### config.mk
export PLATFORM = sky130hd
export DESIGN_NAME = mul_select_acc_flat
export DESIGN_NICKNAME = d
export VERILOG_FILES = /design/src/rtl/msel_pkg.sv /design/src/rtl/mul_select_acc_if.sv /design/src/rtl/msel_mul.sv /design/src/rtl/mul_select_acc.sv /design/src/flat_wrapper.sv
export SDC_FILE = /design/constraint.sdc
export NUM_CORES = 1
export LEC_CHECK = 0
export BUFFER_PORTS_ARGS = -buffer_cell sky130_fd_sc_hd__buf_2
export CORE_ASPECT_RATIO = 1.5
export CORE_MARGIN = 5
export CORE_UTILIZATION = 45
export CTS_CLUSTER_DIAMETER = 100
export DETAILED_ROUTE_END_ITERATION = 10
export PLACE_DENSITY_LB_ADDON = 0.25
export SLEW_MARGIN = 20
export SYNTH_ARGS = -nofsm -noshare
export SYNTH_HDL_FRONTEND = slang
export SYNTH_SLANG_ARGS = --single-unit
### constraint.sdc
create_clock -name clk -period 4 [get_ports clk]
set_clock_uncertainty 0.1 [all_clocks]
set_input_delay 0.2 -clock clk [delete_from_list [all_inputs] [get_ports clk]]
set_output_delay 0.2 -clock clk [all_outputs]
set_load 0.1 [all_outputs]
### src/rtl/msel_pkg.sv
// Shared definitions for the multiply-compare-select accumulator.
//   - 2-bit state encoding constants and the FSM state enum (IDLE, MULT, SEL, OUT).
package msel_pkg;

  localparam logic [1:0] ST_IDLE_ENC = 2'd0;
  localparam logic [1:0] ST_MULT_ENC = 2'd1;
  localparam logic [1:0] ST_SEL_ENC  = 2'd2;
  localparam logic [1:0] ST_OUT_ENC  = 2'd3;

  typedef enum logic [1:0] {
    IDLE = ST_IDLE_ENC,
    MULT = ST_MULT_ENC,
    SEL  = ST_SEL_ENC,
    OUT  = ST_OUT_ENC
  } state_e;

endpackage

### src/rtl/mul_select_acc_if.sv
// Operand/result bus of mul_select_acc.
//   master : drives in_valid, in_data, in_coef, in_alt, in_bias, out_ready
//   slave  : drives in_ready, out_valid, out_data, out_zero
// Handshake: a beat transfers on the rising clock edge where valid && ready are
// both high. A producer holds valid and its payload stable until that edge; the
// consumer may raise or drop ready freely. Valid never depends on ready.
interface mul_select_acc_if #(
  parameter int DW = 3,
  parameter int CW = 32,
  parameter int AW = 32
);
  logic          in_valid;
  logic          in_ready;
  logic [DW-1:0] in_data;
  logic [CW-1:0] in_coef;
  logic          in_alt;
  logic          in_bias;
  logic          out_valid;
  logic          out_ready;
  logic [AW-1:0] out_data;
  logic          out_zero;

  modport master (
    output in_valid, in_data, in_coef, in_alt, in_bias, out_ready,
    input  in_ready, out_valid, out_data, out_zero
  );

  modport slave (
    input  in_valid, in_data, in_coef, in_alt, in_bias, out_ready,
    output in_ready, out_valid, out_data, out_zero
  );
endinterface

### src/rtl/msel_mul.sv
// Multi-cycle multiplier for mul_select_acc.
//   clk, rst_n : clock, synchronous active-low reset
//   start      : one-cycle pulse; a and b must stay stable until done
//   a (CW), b (AW) : operands
//   prod (AW)  : (a*b) truncated to AW bits, registered on the done edge
//   done       : high in the last of MUL_LAT busy cycles
module msel_mul
  import msel_pkg::*;
#(
  parameter int CW      = 32,
  parameter int AW      = 32,
  parameter int MUL_LAT = 1
) (
  input  logic          clk,
  input  logic          rst_n,
  input  logic          start,
  input  logic [CW-1:0] a,
  input  logic [AW-1:0] b,
  output logic [AW-1:0] prod,
  output logic          done
);

  localparam int PW = CW + AW;

  logic          busy_q, busy_d;
  logic [3:0]    cnt_q, cnt_d;
  logic [AW-1:0] prod_q, prod_d;
  logic [PW-1:0] full_prod;

  // Full-width product; only the low AW bits are kept, so a product that is
  // non-zero only above bit AW-1 reads back as zero.
  assign full_prod = PW'(a) * PW'(b);
  assign done      = busy_q && (cnt_q == 4'd0);
  assign prod      = prod_q;

  always_comb begin
    busy_d = busy_q;
    cnt_d  = cnt_q;
    prod_d = prod_q;
    if (start) begin
      busy_d = 1'b1;
      cnt_d  = 4'(MUL_LAT - 1);
    end else if (done) begin
      busy_d = 1'b0;
      prod_d = full_prod[AW-1:0];
    end else if (busy_q) begin
      cnt_d = cnt_q - 4'd1;
    end
  end

  always_ff @(posedge clk) begin
    if (!rst_n) begin
      busy_q <= 1'b0;
      cnt_q  <= 4'd0;
      prod_q <= '0;
    end else begin
      busy_q <= busy_d;
      cnt_q  <= cnt_d;
      prod_q <= prod_d;
    end
  end

endmodule

### src/rtl/mul_select_acc.sv
// Multiply-compare-select accumulator.
// Accepts an operand, multiplies it by a coefficient over MUL_LAT cycles, adds
// (prod != 0 ? 0 : alt) + bias into a running accumulator and presents it.
//   clk, rst_n : clock, synchronous active-low reset
//   acc_clr    : synchronous accumulator clear, wins over the SEL add
//   bus        : mul_select_acc_if slave (operand in, result out)
//   dbg_state  : current FSM state
// Build option: MSEL_ACC_SAT_EN makes the accumulate saturate at 2^AW-1
// instead of wrapping modulo 2^AW.
module mul_select_acc
  import msel_pkg::*;
#(
  parameter int DW      = 3,
  parameter int CW      = 32,
  parameter int AW      = 32,
  parameter int MUL_LAT = 1
) (
  input  logic                 clk,
  input  logic                 rst_n,
  input  logic                 acc_clr,
  mul_select_acc_if.slave      bus,
  output state_e               dbg_state
);

  state_e        state_q, state_d;
  logic [AW-1:0] h_q, h_d;
  logic [CW-1:0] coef_q, coef_d;
  logic          alt_q, alt_d;
  logic          bias_q, bias_d;
  logic [AW-1:0] acc_q, acc_d;
  logic          zero_q, zero_d;

  logic [DW-1:0] in_data_w;
  logic          mul_start;
  logic          mul_done;
  logic [AW-1:0] prod_w;
  logic          f_w;
  logic [AW:0]   sum_w;
  logic [AW-1:0] add_w;

  assign in_data_w     = bus.in_data;
  assign bus.in_ready  = (state_q == IDLE);
  assign bus.out_valid = (state_q == OUT);
  assign bus.out_data  = acc_q;
  assign bus.out_zero  = zero_q;
  assign dbg_state     = state_q;

  msel_mul #(
    .CW     (CW),
    .AW     (AW),
    .MUL_LAT(MUL_LAT)
  ) u_mul (
    .clk  (clk),
    .rst_n(rst_n),
    .start(mul_start),
    .a    (coef_q),
    .b    (h_q),
    .prod (prod_w),
    .done (mul_done)
  );

  // One extra carry bit lets the saturating build detect overflow.
  assign f_w   = (prod_w != '0) ? 1'b0 : alt_q;
  assign sum_w = {1'b0, acc_q} + {{AW{1'b0}}, f_w} + {{AW{1'b0}}, bias_q};
`ifdef MSEL_ACC_SAT_EN
  assign add_w = sum_w[AW] ? {AW{1'b1}} : sum_w[AW-1:0];
`else
  assign add_w = sum_w[AW-1:0];
`endif

  always_comb begin
    state_d   = state_q;
    h_d       = h_q;
    coef_d    = coef_q;
    alt_d     = alt_q;
    bias_d    = bias_q;
    acc_d     = acc_q;
    zero_d    = zero_q;
    mul_start = 1'b0;
    case (state_q)
      IDLE: begin
        if (bus.in_valid) begin
          h_d       = AW'(in_data_w);
          coef_d    = bus.in_coef;
          alt_d     = bus.in_alt;
          bias_d    = bus.in_bias;
          mul_start = 1'b1;
          state_d   = MULT;
        end
      end
      MULT: begin
        if (mul_done) state_d = SEL;
      end
      SEL: begin
        acc_d   = add_w;
        zero_d  = (prod_w == '0);
        state_d = OUT;
      end
      OUT: begin
        if (bus.out_ready) state_d = IDLE;
      end
      default: state_d = IDLE;
    endcase
    // Clear applies in every state and discards a same-cycle SEL add.
    if (acc_clr) acc_d = '0;
  end

  always_ff @(posedge clk) begin
    if (!rst_n) begin
      state_q <= IDLE;
      h_q     <= '0;
      coef_q  <= '0;
      alt_q   <= 1'b0;
      bias_q  <= 1'b0;
      acc_q   <= '0;
      zero_q  <= 1'b0;
    end else begin
      state_q <= state_d;
      h_q     <= h_d;
      coef_q  <= coef_d;
      alt_q   <= alt_d;
      bias_q  <= bias_d;
      acc_q   <= acc_d;
      zero_q  <= zero_d;
    end
  end

endmodule

### src/flat_wrapper.sv
// flat-port wrapper written by rule: the top's interface ports become plain ports
module mul_select_acc_flat import msel_pkg::*;
#(
  parameter int DW      = 3,
  parameter int CW      = 32,
  parameter int AW      = 32,
  parameter int MUL_LAT = 1
)
  (clk, rst_n, acc_clr, dbg_state, bus_in_valid, bus_in_data, bus_in_coef, bus_in_alt, bus_in_bias, bus_out_ready, bus_in_ready, bus_out_valid, bus_out_data, bus_out_zero);
  mul_select_acc_if #(.DW(DW), .CW(CW), .AW(AW)) bus_i ();
  input  logic clk;
  input  logic rst_n;
  input  logic acc_clr;
  output state_e dbg_state;
  input wire logic [$bits(bus_i.in_valid)-1:0] bus_in_valid;
  input wire logic [$bits(bus_i.in_data)-1:0] bus_in_data;
  input wire logic [$bits(bus_i.in_coef)-1:0] bus_in_coef;
  input wire logic [$bits(bus_i.in_alt)-1:0] bus_in_alt;
  input wire logic [$bits(bus_i.in_bias)-1:0] bus_in_bias;
  input wire logic [$bits(bus_i.out_ready)-1:0] bus_out_ready;
  output wire logic [$bits(bus_i.in_ready)-1:0] bus_in_ready;
  output wire logic [$bits(bus_i.out_valid)-1:0] bus_out_valid;
  output wire logic [$bits(bus_i.out_data)-1:0] bus_out_data;
  output wire logic [$bits(bus_i.out_zero)-1:0] bus_out_zero;
  assign bus_i.in_valid = bus_in_valid;
  assign bus_i.in_data = bus_in_data;
  assign bus_i.in_coef = bus_in_coef;
  assign bus_i.in_alt = bus_in_alt;
  assign bus_i.in_bias = bus_in_bias;
  assign bus_i.out_ready = bus_out_ready;
  assign bus_in_ready = bus_i.in_ready;
  assign bus_out_valid = bus_i.out_valid;
  assign bus_out_data = bus_i.out_data;
  assign bus_out_zero = bus_i.out_zero;
  mul_select_acc #(.DW(DW), .CW(CW), .AW(AW), .MUL_LAT(MUL_LAT)) u_core (.clk(clk), .rst_n(rst_n), .acc_clr(acc_clr), .bus(bus_i), .dbg_state(dbg_state));
endmodule
==> results.sh <==
export IMPL_utilization_pct=54.1
export IMPL_n_antenna_cell=0
export IMPL_cp_max_fo=6
export IMPL_relSlewSlack_pct=60.9
export IMPL_synth_top_family_by_area="simple AND/OR/NAND/NOR gates"
export IMPL_cts_inserted_buffers=9
export IMPL_syn_cell_area_um2=6990
export IMPL_ir_worst_vdd_mv=0.390
export IMPL_avgSynthCellArea_um2=7.61
export IMPL_clkTransAtPathRegs_ns=0.08
export IMPL_start_util_pct=46.0
export IMPL_grt_use_total_pct=17.6
export IMPL_dieWidth_um=112
export IMPL_synth_area_top_cells="dfxtp_1, nand2_1, fa_1, a21oi_1, ha_1"
export IMPL_layout_common_cells="nand2_1, dfxtp_1, a21oi_1, buf_2, inv_1"
export IMPL_crit_buf_inv=2
export IMPL_rsz0062_at_grt="false"
export IMPL_vias=6218
export IMPL_mostFrequentLayoutCell="nand2_1"
export IMPL_min_period_ns=3.65
export IMPL_multi_input_area_um2=4370
export IMPL_synth_fp_nets=1029
export IMPL_synth_top_area_share_pct=31.2
export IMPL_p_seq_share_pct=40.5
export IMPL_grt_pass1_vias=6121
export IMPL_power_leakage_nw=3.61
export IMPL_nets=1119
export IMPL_wirelength_mm=15.7
export IMPL_hold_violations=0
export IMPL_synth_adder_area_share_pct=15.5
export IMPL_synth_edff_count=0
export IMPL_dp_hpwl_mm=12.1
export IMPL_outcome="complete, no violations"
export IMPL_drtAntennaViolNets=0
export IMPL_path_class="reg -> reg"
export IMPL_seq_area_um2=2180
export IMPL_area_delta_synth_final_pct=17.6
export IMPL_final_cell_area_um2=8220
export IMPL_die_area_um2=18200
export IMPL_synth_seq_area_share_pct=31.2
export IMPL_drive_gt1_share_pct=11.8
export IMPL_p_sw_mw=1.14
export IMPL_crit_slowest_cell="fa_1"
export IMPL_placed_area_um2=7590
export IMPL_synth_compound_area_share_pct=14.5
export IMPL_finalWeightedCongestion=0.868
export IMPL_grt_antenna_before_repair=0
export IMPL_synth_cells=919
export IMPL_core_um2=15200
export IMPL_p_clk_share_pct=31.7
export IMPL_ys_ff_latch=109
export IMPL_grt_max_degree=41
export IMPL_die_y_um=163
export IMPL_synth_simple_gate_area_share_pct=25.3
export IMPL_crit_path_max_incr_delay_ns=0.49
export IMPL_drtIter0Drc=431
export IMPL_routed_via_density=5.13
export IMPL_synthXorXnorAreaFrac_pct=6.51
export IMPL_synth_area_mux_share_pct=0.716
export IMPL_required_ns=4.20
export IMPL_slew_violations=0
export IMPL_overflow=0
export IMPL_postCtsSetupBuffers=0
export IMPL_setup_viol=0
export IMPL_synth_cell_types=53
export IMPL_cts_root_buf="clkbuf_16"
export IMPL_intPower_mw=2.01
export IMPL_hp_class="in -> reg"
export IMPL_crit_chain="nand2_1, fa_1, inv_1, ha_1, inv_1, fa_1, nand2b_1, a21oi_1, o2111ai_1, o21ai_2, a41oi_1, or4_1, nand3_1"
export IMPL_cpLargestDelayFamily="compound AO/OA/AOI/OAI gates"
export IMPL_end_kind="flop"
export IMPL_wl_per_cell_um=12.9
export IMPL_htree_levels=3
export IMPL_pwr_share_comb_pct=27.8
export IMPL_ios=79
export IMPL_yosysTopAreaCell="dfxtp_1"
export IMPL_crit_arrival_ns=3.84
export IMPL_tightestPinTransition_ns=0.585
export IMPL_port_buffers=78
export IMPL_dr_pass1_iters=4
export IMPL_clk_latency_ns=0.35
export IMPL_maxCapViolations=0
export IMPL_switching_share_pct=36.3
export IMPL_n_fill_cell=1506
export IMPL_cts_tree="yes"
export IMPL_cts_buffer_depth=2
export IMPL_yosys_warnings=0
export IMPL_rows=55
export IMPL_fin_setup_tns_ns=0
export IMPL_power_density_nw_per_um2=383
export IMPL_finalCritPeriodShare_pct=91.1
export IMPL_grt_pass1_wl_mm=27.2
export IMPL_drc=0
export IMPL_synthArstFlopShare_pct=0
export IMPL_timing_fmax_ghz=0.274
export IMPL_yosys_most_used_dff="dfxtp_1"
export IMPL_numClockSinks=109
export IMPL_startpoint_type="flop"
-- per-stage QoR --
step           hold slack (ns)  power (mW)  worst slack, ns  instances
2_1_floorplan            0.236        1.95            0.490        919
3_3_place_gp             0.337        2.15            0.442       1167
3_5_place_dp             0.345        2.16            0.335       1167
4_1_cts              0.0000433        3.19            0.323       1213
5_1_grt                 0.0119        3.34           0.0902       1213
6_report               0.00710        3.15            0.355       1213
-- worst paths after layout --
check / cells after the start / slack [ns] / to / startpoint
max: 13 / 0.35 / u_core.u_mul.prod[26] / u_core.h_q[2]
min: 3 / 0.007 / u_core.coef_q[23] / bus_in_coef[23]
max reg2reg: 13 / 0.35 / u_core.u_mul.prod[26] / u_core.h_q[2]
min reg2reg: 2 / 0.35 / u_core.u_mul.prod[24] / u_core.u_mul.prod[24]
-- worst min-delay path, cell delays in order --
cell and delay [ns]:
buf_2 0.10, nand2_1 0.06, a21oi_1 0.06
-- cell type report --
cell class	count	share of cell area (%)
inverters	70	3.20
multi-input cells	693	53.1
repair buffers	126	10.0
flip-flops and latches	109	26.5
clock inverters	7	1.31
clock buffers	9	2.74
well taps	199	3.03
-- power by group through the flow --
stage          Combinational (mW)  Sequential, mW  Clock [mW]
5_1_grt                     0.981            1.29        1.06
3_5_place_dp                0.861            1.30           0
4_1_cts                     0.887            1.28        1.03
2_1_floorplan               0.584            1.36           0
3_3_place_gp                0.853            1.30           0
6_report                    0.874            1.28       0.997
-- repair_timing --
action                     4_1_cts  5_1_grt
setup endpoints to repair        0        0
hold endpoints to repair        30        0
hold buffers                    30        0
gates resized for setup          0        0
-- synthesized netlist by cell type (18+ instances only) --
cell        n
dfxtp_1   109
fa_1       31
o21ai_1    18
a21oi_1    93
nand3_1    21
inv_1      70
ha_1       37
nand2_1   236
nor2_1     60
clkbuf_1   43
nand4_1    22
xor2_1     35
-- cell families (layout without fill, tap and decap cells) --
logic type,after synthesis,in the layout
xor gates and xnor gates,52,52
adders and majority gates,68,68
AOI/OAI and AO/OA,169,169
muxes,5,5
buffers and inverters,117,212
and+or+nand+nor,399,399
DFF,109,109
-- state kept, by name (all words and copies together) (netlist names) --
signal and cells:
u_core.alt_q 1, u_core.bias_q 1, u_core.bus.out_data 32, u_core.bus.out_zero 1, u_core.coef_q 32, u_core.dbg_state 2
u_core.h_q 3, u_core.u_mul.busy_q 1, u_core.u_mul.cnt_q 4, u_core.u_mul.prod 32
-- metal layers --
metal  share of wire, %  vias up  GRT usage [%]
met4                1.4        0           5.31
met3                3.9       17           2.60
met1                 44     2845           20.9
li1                   -     3242              -
met2                 50      114           32.3
met5                  0        -              0
No activity file was read; power rests on OpenSTA's default activity.
